## src/rtl/pipe_ctrl_pkg.sv

```systemverilog
// Shared types for the pipeline hazard sequencer: FSM states, the bundle of
// stall/flush controls, and the hard-wired zero register number.
package pipe_ctrl_pkg;

  typedef enum logic [1:0] {
    RUN      = 2'd0,
    MEM_WAIT = 2'd1,
    ERROR    = 2'd2
  } hz_state_t;

  typedef struct packed {
    logic pc_stall;
    logic if_id_stall;
    logic if_id_flush;
    logic id_ex_stall;
    logic id_ex_flush;
    logic ex_mem_stall;
    logic mem_wb_flush;
  } hz_ctrl_t;

  localparam logic [4:0] REG_ZERO = 5'd0;

endpackage

```

## src/rtl/hz_load_use_detect.sv

```systemverilog
// Load-use compare: the load in EX produces a register the ID instruction
// reads, so ID must wait one cycle for the value to become forwardable.
module hz_load_use_detect
  import pipe_ctrl_pkg::*;
(
  input  logic [4:0] id_rs,
  input  logic [4:0] id_rt,
  input  logic       id_uses_rs,
  input  logic       id_uses_rt,
  input  logic [4:0] ex_rd,
  input  logic       ex_reg_write,
  input  logic       ex_mem_to_reg,
  output logic       load_use
);

  logic rs_match;
  logic rt_match;

  assign rs_match = id_uses_rs && (id_rs == ex_rd);
  assign rt_match = id_uses_rt && (id_rt == ex_rd);

  // Writes to r0 are discarded, so they never create a dependency.
  assign load_use = ex_mem_to_reg && ex_reg_write && (ex_rd != REG_ZERO) &&
                    (rs_match || rt_match);

endmodule

```

## src/rtl/pipe_hazard_ctrl.sv

```systemverilog
// Stall/flush sequencer for the 5-stage pipeline: memory freeze with watchdog,
// control-hazard squash and load-use bubble, plus a stall-cycle counter.
module pipe_hazard_ctrl
  import pipe_ctrl_pkg::*;
#(
  parameter int MEM_TIMEOUT = 64,
  parameter int CNT_W       = 32
) (
  input  logic             clk,
  input  logic             reset,
  input  logic [4:0]       id_rs,
  input  logic [4:0]       id_rt,
  input  logic             id_uses_rs,
  input  logic             id_uses_rt,
  input  logic [4:0]       ex_rd,
  input  logic             ex_reg_write,
  input  logic             ex_mem_to_reg,
  input  logic             ex_branch_taken,
  input  logic             ex_jump,
  input  logic             mem_req,
  input  logic             mem_ready,
  output logic             pc_stall,
  output logic             if_id_stall,
  output logic             if_id_flush,
  output logic             id_ex_stall,
  output logic             id_ex_flush,
  output logic             ex_mem_stall,
  output logic             mem_wb_flush,
  output logic             mem_timeout,
  output logic [CNT_W-1:0] stall_cycles
);

  localparam int WC_W = (MEM_TIMEOUT > 2) ? $clog2(MEM_TIMEOUT) : 1;
  localparam logic [WC_W-1:0] WC_LAST = WC_W'(MEM_TIMEOUT - 1);
  localparam logic [CNT_W-1:0] CNT_MAX = {CNT_W{1'b1}};

  hz_state_t       state;
  logic [WC_W-1:0] wait_cnt;
  logic            load_use;
  logic            ctrl_hazard;
  logic            memfreeze;
  hz_ctrl_t        ctrl;

  hz_load_use_detect u_load_use (
    .id_rs         (id_rs),
    .id_rt         (id_rt),
    .id_uses_rs    (id_uses_rs),
    .id_uses_rt    (id_uses_rt),
    .ex_rd         (ex_rd),
    .ex_reg_write  (ex_reg_write),
    .ex_mem_to_reg (ex_mem_to_reg),
    .load_use      (load_use)
  );

  assign ctrl_hazard = ex_branch_taken || ex_jump;
  assign memfreeze   = ((state == RUN) && mem_req && !mem_ready) ||
                       ((state == MEM_WAIT) && !mem_ready) ||
                       (state == ERROR);

  // Priority: reset, memory freeze, control hazard, load-use.
  always_comb begin
    ctrl = '0;
    if (reset) begin
      ctrl.if_id_flush  = 1'b1;
      ctrl.id_ex_flush  = 1'b1;
      ctrl.mem_wb_flush = 1'b1;
    end else if (memfreeze) begin
      ctrl.pc_stall     = 1'b1;
      ctrl.if_id_stall  = 1'b1;
      ctrl.id_ex_stall  = 1'b1;
      ctrl.ex_mem_stall = 1'b1;
      ctrl.mem_wb_flush = 1'b1;
    end else if (ctrl_hazard) begin
      ctrl.if_id_flush  = 1'b1;
      ctrl.id_ex_flush  = 1'b1;
    end else if (load_use) begin
      ctrl.pc_stall     = 1'b1;
      ctrl.if_id_stall  = 1'b1;
      ctrl.id_ex_flush  = 1'b1;
    end
  end

  assign pc_stall     = ctrl.pc_stall;
  assign if_id_stall  = ctrl.if_id_stall;
  assign if_id_flush  = ctrl.if_id_flush;
  assign id_ex_stall  = ctrl.id_ex_stall;
  assign id_ex_flush  = ctrl.id_ex_flush;
  assign ex_mem_stall = ctrl.ex_mem_stall;
  assign mem_wb_flush = ctrl.mem_wb_flush;

  always_ff @(posedge clk) begin
    if (reset) begin
      state        <= RUN;
      wait_cnt     <= '0;
      mem_timeout  <= 1'b0;
      stall_cycles <= '0;
    end else begin
      if (ctrl.pc_stall && (stall_cycles != CNT_MAX)) begin
        stall_cycles <= stall_cycles + 1'b1;
      end
      case (state)
        RUN: begin
          if (mem_req && !mem_ready) begin
            state    <= MEM_WAIT;
            wait_cnt <= '0;
          end
        end
        MEM_WAIT: begin
          if (mem_ready) begin
            state    <= RUN;
            wait_cnt <= '0;
          end else if (wait_cnt == WC_LAST) begin
            state       <= ERROR;
            mem_timeout <= 1'b1;
          end else begin
            wait_cnt <= wait_cnt + 1'b1;
          end
        end
        ERROR: begin
          mem_timeout <= 1'b1;
        end
        default: begin
          state    <= RUN;
          wait_cnt <= '0;
        end
      endcase
    end
  end

endmodule

```

## config.mk

```make
export PLATFORM = sky130hd
export DESIGN_NAME = pipe_hazard_ctrl
export DESIGN_NICKNAME = d
export VERILOG_FILES = /design/src/rtl/pipe_ctrl_pkg.sv /design/src/rtl/hz_load_use_detect.sv /design/src/rtl/pipe_hazard_ctrl.sv
export SDC_FILE = /design/constraint.sdc
export NUM_CORES = 1
export LEC_CHECK = 0
export ABC_AREA = 1
export CORE_ASPECT_RATIO = 1.2
export CORE_MARGIN = 1.5
export CORE_UTILIZATION = 34
export CTS_BUF_LIST = sky130_fd_sc_hd__clkbuf_4 sky130_fd_sc_hd__clkbuf_8 sky130_fd_sc_hd__clkbuf_16
export DETAILED_ROUTE_END_ITERATION = 6
export PLACE_DENSITY = 0.64
export SLEW_MARGIN = 10
export SYNTH_ARGS = -nofsm -noshare
export SYNTH_HDL_FRONTEND = slang
export SYNTH_SLANG_ARGS = --single-unit
```

## constraint.sdc

```tcl
create_clock -name clk -period 2.57 [get_ports clk]
set_clock_uncertainty 0.2 [all_clocks]
set_input_delay 0.257 -clock clk [delete_from_list [all_inputs] [get_ports clk]]
set_output_delay 0.257 -clock clk [all_outputs]
set_load 0.01 [all_outputs]
```

==> results.md <==
- Status: complete, no violations
- DRC Markers: 0
- Synth-to-Final Area Change: 30.7%
- Post-CTS setup buffer count: 0
- Die ar.: about 9400 um^2
- Crit path max fanout: 5
- I/O Pins: 65
- Period utilization: 93.2%
- Switching share of power: 32.1%
- Clock transition at path regs: 0.07 ns
- Critical path type: primary input to primary output
- Pleak: around 1.5 nW
- Post-synthesis cell count: 496
- CP cell instances: clkdlybuf4s50_1 > o21ai_1 > nand2_1 > nor2_1 > buf_4 > clkdlybuf4s50_1
- Clock Sink Count: 41
- Crit path buffers/inverters: 3
- Layout cell share with drive strength beyond 1: 9.25%
- Async S/R FF share, synth: 0%
- Initial antenna violation count: 0
- Logic gate share of total power: 28.1%
- Synth Flop Type: dfxtp_1
- Unique masters post-synth: 33
- Hold Fails Final Rpt: 0
- Ys Warns: 0
- Critical path arrival: 1.94 ns
- GRT Overall Usage: 19.0%
- Pre-CTS setup slack: between 0.004 and 0.005 ns
- Final min period: 2.40 ns
- Vias per cell: 4.81
- Relative slew slack: between 70 and 80%
- Setup TNS: 0 ns
- CP max stage cell: clkdlybuf4s50_1
- Wire per inst: 12.4 um
- RSZ-0062 raised after global routing: false
- CTS tree: built
- Worst R2R End: stall_cycles[31]
- CP delay by family, top: buffers and inverters
- RR Startpoint: stall_cycles[0]
- Path depth of the worst reg2reg path: 10
- Fin. max-slew vios: 0
- Worst Setup EP: ex_mem_stall
- Flops & latches, synth: 41
- Final setup fails: 0
- Required @ worst endpoint: roughly 2.1 ns
- H-tree depth: 2
- Flop pwr share: 39.1%
- Clock buffer depth: 2
- CP Capture Type: primary output
- Row count: 37
- Drt total wl: ~8.4 mm
- Die Y: 106 um
- HPWL Detailed: between 6 and 7 mm
- Gr ovfl total: 0
- Die Wd: 88.6 um
- HP Class: flip-flop to flip-flop
- CTS Buf Count: 5
- Initial Util: 34.9%
- R2R setup slack: roughly 0.37 ns
- Clock root cell: clkbuf_8
- Power Density: around 440 nW/um^2
- Sw power: 552 uW
- Detail Route Antenna Nets: 0
- Cts hold-fix bufs: 0
- Internal power: 1.17 mW
- Stages on the worst setup path: 6
- Syn nets: 523
- Pin count of the biggest net entering global routing: 37
- Clk pwr share: 32.8%
- Vias in the first global route: between 3000 and 4000
- Resize count post-CTS: 1
- Ant diodes: 0
- GPL Wtd Cong: roughly 0.91
- Synthesized cell area: 2990 um^2
- Worst setup margin: 0.174 ns
- CP startpoint kind: primary input
- Final nets: 588
- Pre-Repair DR Iteration Count: 4
- Avg Cell Area, Syn: 6.03 um^2
- Crit path from: mem_ready
- Starting DRC count in detailed routing: around 140
- Via Count: 3265
- First-pass GRT wire length: 14.0 mm
- Fillers: 912
- Worst-skew pair later-pin latency: roughly 0.30 ns
- Most used cell, CP: clkdlybuf4s50_1
- Core box area: between 8000 and 9000 um^2
- Max cap viols: 0
- IO Port Bufs: 64
- Slew @ Worst Pin: 0.411 ns
- Crit path largest cell delay: 0.52 ns
- Number of flops mapped to enable cells by yosys: 0
- Post-synthesis sequential area ratio: 27.4%
- Fmax: 417 MHz
- Max VDD drop: 0.289 mV
## through the flow
stage	hold slack, ns	std cells	cell area [um^2]	power, mW	utilization, %
CTS	0.286	679	3900	1.74	45.5
global placement	0.269	671	3780	1.17	44.1
finish	0.287	679	3910	1.72	45.6
detailed placement	0.272	671	3780	1.17	44.1
global route	0.323	679	3910	1.81	45.6
floorplan	0.229	496	2990	0.986	-
## synth_stat cells, drive strengths merged, types with 3 or more instances
library cell	instances	area [um^2]
nand3b	12	90.1
dfxtp	41	821
xnor2	3	26.3
a31oi	4	25.0
nor2	86	343
clkbuf	7	26.3
inv	51	191
xor2	11	96.3
nand3	15	103
buf	10	70.1
nand4	34	213
a21oi	31	204
nand2	180	703
## worst register-to-register path, delay by kind of cell (launching register included)
family,cells,cell delay [ns]
adder cells (fa/ha/maj),1,0.23
AND/OR/NAND/NOR,7,0.90
buffers and inverters,1,0.23
flip-flops,1,0.45
AO/OA/AOI/OAI,1,0.13
## power by group through the flow
| stage | clock [mW] | combinational (mW) | sequential, mW |
|---|---|---|---|
| after floorplan | 0 | 0.298 | 0.688 |
| after detailed placement | 0 | 0.485 | 0.688 |
| final | 0.565 | 0.483 | 0.673 |
| after global placement | 0 | 0.479 | 0.687 |
| after CTS | 0.574 | 0.489 | 0.673 |
| after global routing | 0.605 | 0.528 | 0.676 |
## layout by cell type, fill, tap and decap left out, drive strengths merged, types with 2 or more instances in the layout
cell type / count
nand2: 180
nor2: 86
clkdlybuf4s50: 61
inv: 51
dfxtp: 41
nand4: 34
a21oi: 31
nand3: 15
nand3b: 12
xor2: 11
buf: 11
clkbuf: 7
a31oi: 4
xnor2: 3
dlymetal6s2s: 3
a211oi: 2
nor3: 2
ha: 2
o21ai: 2
## area by class of cell
class | instances | area (um^2) | area share, %
clock inverter | 1 | 30.0 | 0.768
timing repair buffer | 75 | 743 | 19.0
sequential | 41 | 821 | 21.0
multi-input combinational | 386 | 1880 | 48.2
inverter | 52 | 195 | 5.00
tap | 117 | 146 | 3.75
clock buffer | 7 | 90.1 | 2.31
## how the worst min path moves through the flow
stage | to | startpoint | depth (start not counted) | slack (ns)
6_report | wait_cnt[2] | wait_cnt[2] | 2 | 0.29
5_1_grt | wait_cnt[1] | wait_cnt[1] | 2 | 0.32
4_1_cts | wait_cnt[2] | wait_cnt[2] | 2 | 0.29
3_5_place_dp | wait_cnt[2] | wait_cnt[2] | 2 | 0.27
3_3_place_gp | wait_cnt[2] | wait_cnt[2] | 2 | 0.27
2_1_floorplan | wait_cnt[5] | mem_ready | 3 | 0.23
## kinds of logic after synthesis
kind of cell             Yosys count  synth area share [%]
adder cells (fa/ha/maj)            2                 0.837
AND/OR/NAND/NOR                  330                  49.1
XOR/XNOR                          14                  4.10
flip-flops                        41                  27.4
AO/OA/AOI/OAI                     40                  8.74
buffers and inverters             69                  9.75
## state kept, by name, summed over array words and instances (netlist names)
name	count
stall_cycles	32
wait_cnt	6
state	2
mem_timeout	1
## routing by layer
metal	wire length (um)	vias up	share of wire, %	global-route usage, %
met5	0	-	0	0
met4	214	0	2.5	7.03
met3	283	19	3.4	3.45
met2	4240	67	50	33.8
met1	3670	1470	44	22.1
li1	-	1709	-	-
Power figures use the tool's default switching activity.
==> patch 1, RTL diff (same settings) <==
Make the reset (`reset`) asynchronous in one clocked block.
--- a/src/rtl/pipe_hazard_ctrl.sv
+++ b/src/rtl/pipe_hazard_ctrl.sv
@@ -90,3 +90,3 @@
 
-  always_ff @(posedge clk) begin
+  always_ff @(posedge clk or posedge reset) begin
     if (reset) begin
Behaviour: differs if reset is asserted again (counterexample within 4 cycles, from zero or initial values and one cycle with reset high); with reset held inactive, the same outputs for 10 cycles.
==> patch 1 against the original RTL <==
- synthesized cell count down 3.2%
- core utilization decreased by 0.22 points
- sequential power is 10% higher
- final area barely moved
- worst setup slack got worse by 0.063 ns
- area after synthesis increased by 1.0%
- sequential cell count unchanged
- first-iteration DRC count up 32%
- sequential share of layout area up 5.2 points
- clock power shrank 21%
- routed wire length is 1.1% higher
- total power is 7.7% lower
- critical endpoint is now id_ex_flush
==> patch 1: results <==
[place]
pre_cts_ws_ns = 0.0200
place_area_mm2 = 0.00381
gp_congestion = 0.910
hpwl_um = 6640

[grt]
grt_max_degree = 36
grt_use_met1 = 0.240
track_usage = 0.192
grt_pass1_wl_um = 14300

[status]
status = "finished clean"

[yosys]
synth_ff_type = "dfrtp_1"
ys_top_cells_by_count = "nand2_1, nor2_1, inv_1, dfrtp_1, nand4_1"
synthTopCellsByArea = "dfrtp_1, nand2_1, nor2_1"
syn-num-nets = 507
yosysSeqAreaShare = 0.340
synthCells = 480

[min_path]
hp-class = "in2async"

[routing]
routed-wl-met2_um = 4310
wl_met1_um = 3710
drtIter0Drc = 178
wl_met3_um = 300
wl_per_cell_um = 12.8
viasPerCell = 4.85

[worst_setup_path]
crit_arrival_ns = 2.00

[power_and_ir_drop]
p_leak_nw = 1.92
vdd_ir_drop_max_uv = 230

[timing]
tightest_slew_ns = 0.467

[final_layout]
final_layout_size_suffix_gt1_frac = 0.0457
fin_nets = 573
[patch 1: power breakdown]
| part | total (W) | switching [W] | internal, W |
|---|---|---|---|
| Combinational | 0.000398 | 0.000213 | 0.000185 |
| Sequential | 0.000742 | 0.0000541 | 0.000688 |
| Clock | 0.000449 | 0.000224 | 0.000225 |
| Total | 0.00159 | 0.000491 | 0.00110 |
[patch 1: final cells by class]
| type | count | area (um^2) |
|---|---|---|
| multi-input cells | 381 | 1760 |
| fillers | 913 | 4700 |
| inverters | 44 | 165 |
| flip-flops and latches | 41 | 1030 |
| repair buffers | 73 | 726 |
| clock buffers | 8 | 91.3 |
| well taps | 117 | 146 |
[patch 1: worst paths after layout]
check,end,slack (ns),from,cells past startpoint
worst max-delay path,id_ex_flush,0.11,ex_rd[4],10
worst min-delay path,state[1],0.17,reset,3
worst max register to register,stall_cycles[0],0.39,stall_cycles[1],10
worst min register to register,mem_timeout,0.27,mem_timeout,1
max in group asynchronous,stall_cycles[1],1.52,reset,3
min in group clk,mem_timeout,0.27,mem_timeout,1
[patch 1: repair_timing]
item,in CTS,in global routing
gates resized for setup,0,2
setup endpoints to repair,0,2
hold buffers,0,0
[patch 1: kinds of logic after synthesis]
kind of cell             share of synthesized area
AO/OA/AOI/OAI                               0.0269
XOR/XNOR                                    0.0464
adder cells (fa/ha/maj)                    0.00828
buffers and inverters                       0.0795
flip-flops                                   0.340
AND/OR/NAND/NOR                              0.499
[patch 1: worst reg2reg max path: cells and delay by family (launching register included)]
family / cells / cell delay (ns)
adder cells (fa/ha/maj): 1 / 0.31
buffers and inverters: 1 / 0.22
AND/OR/NAND/NOR: 8 / 1.00
flip-flops: 1 / 0.41
==> patch 2, RTL diff (same flow settings) <==
Made on the original files. Set the parameter `MEM_TIMEOUT` to 32 (it was 64).
--- a/src/rtl/pipe_hazard_ctrl.sv
+++ b/src/rtl/pipe_hazard_ctrl.sv
@@ -5,3 +5,3 @@
 #(
-  parameter int MEM_TIMEOUT = 64,
+  parameter int MEM_TIMEOUT = 32,
   parameter int CNT_W       = 32
Behaviour: no difference found for any inputs over 10 cycles, from zero or initial values and one cycle with reset high; that may be too few to reach the edited logic, so the function may still have changed.
==> patch 2 against the original RTL <==
- area after synthesis down 1.2%
- highest routed layer unchanged
- routed wire length up 0.99%
- final area down 2.2%
- worst setup slack better by 0.0055 ns
- synthesized cell count down 5.8%
- sequential cell count down 1
- global-route usage up 0.40 points
- critical endpoint unchanged
Power is not compared: it rests on default switching activity, and its combinational part moved more than twofold at a synthesized area within 25%.
==> patch 2: results <==
[status]
status = "finished clean"

[final_layout]
buffers_excl_clock = 76
multi_input_gates = 373
seq_area_um2 = 801
non_clock_buffer_area_share = 0.195
fin_nets = 560
fill_cells = 912
inverters_excl_clock = 36
multi_input_area_share = 0.496
clkCellAreaFrac = 0.0255
nClkBuffers = 8
seq_share = 0.210
reg_top3 = "stall_cycles: 32 flops, wait_cnt: 5 flops, state: 2 flops"
final_layout_size_suffix_gt1_frac = 0.135
final_cell_count_no_fill = 650

[worst_setup_path]
critPathMaxStageDelay_ns = 0.57
critPathMaxFanout = 4
reg2reg_depth = 11
crit_arrival_ns = 1.93
r2r-start = "stall_cycles[1]"
r2r_setup_slack_ns = 0.37
r2r_end = "stall_cycles[0]"

[yosys]
synthCells = 467
ys_top_cells_by_count = "nand2_1, nor2_1, dfxtp_1, inv_1, nand4_1"
syn-num-nets = 495
async_reset_ff_frac = 0
ys_seq_elements = 40
yosysSeqAreaShare = 0.271
yosysUniqueCellTypes = 30
synthTopCellsByArea = "dfxtp_1, nand2_1, nor2_1"

[place]
hpwl_um = 6400
pre_cts_ws_ns = 0.0668
place_area_mm2 = 0.00372
dp.cells = 642
gp_congestion = 0.901

[timing]
holdWs_ns = 0.201
period_share = 0.930
slew_headroom = 0.656

[grt]
grt_pass1_vias = 3051
antenna_found_initial = 0
grt_max_degree = 35
track_usage = 0.194
grt_pass1_wl_um = 14300

[die]
num_rows = 37

[power_and_ir_drop]
pwr-share-comb = 0.147
internal-power_w = 0.000944

[min_path]
hp-class = "in2reg"
hold_start = "reset"
hold_end = "stall_cycles[0]"
hold_depth = 4

[routing]
drtIter0Drc = 119
wl_per_cell_um = 13.1
viasPerCell = 4.83
[patch 2: cell families (layout without fill, tap and decap cells)]
| logic type | after synthesis | after routing | synth area share |
|---|---|---|---|
| and+or+nand+nor | 314 | 314 | 0.479 |
| buffers and inverters | 54 | 120 | 0.0876 |
| AOI/OAI and AO/OA | 40 | 40 | 0.102 |
| DFF | 40 | 40 | 0.271 |
| xor gates and xnor gates | 16 | 16 | 0.0474 |
| adders and majority gates | 3 | 3 | 0.0127 |
[patch 2: metal layers]
layer | track usage | up-vias | wire length [um] | part of all wire
met2 | 0.348 | 50 | 4350 | 0.51
met4 | 0.0346 | 0 | 59 | 0.0069
met1 | 0.241 | 1460 | 3870 | 0.46
li1 | - | 1628 | - | -
met3 | 0.0300 | 4 | 214 | 0.025
met5 | 0 | - | 0 | 0
[patch 2: repair_timing]
action | in CTS | in global routing
endpoints found under the setup margin | 0 | 3
gates resized for setup | 0 | 3
buffers inserted | 0 | 0
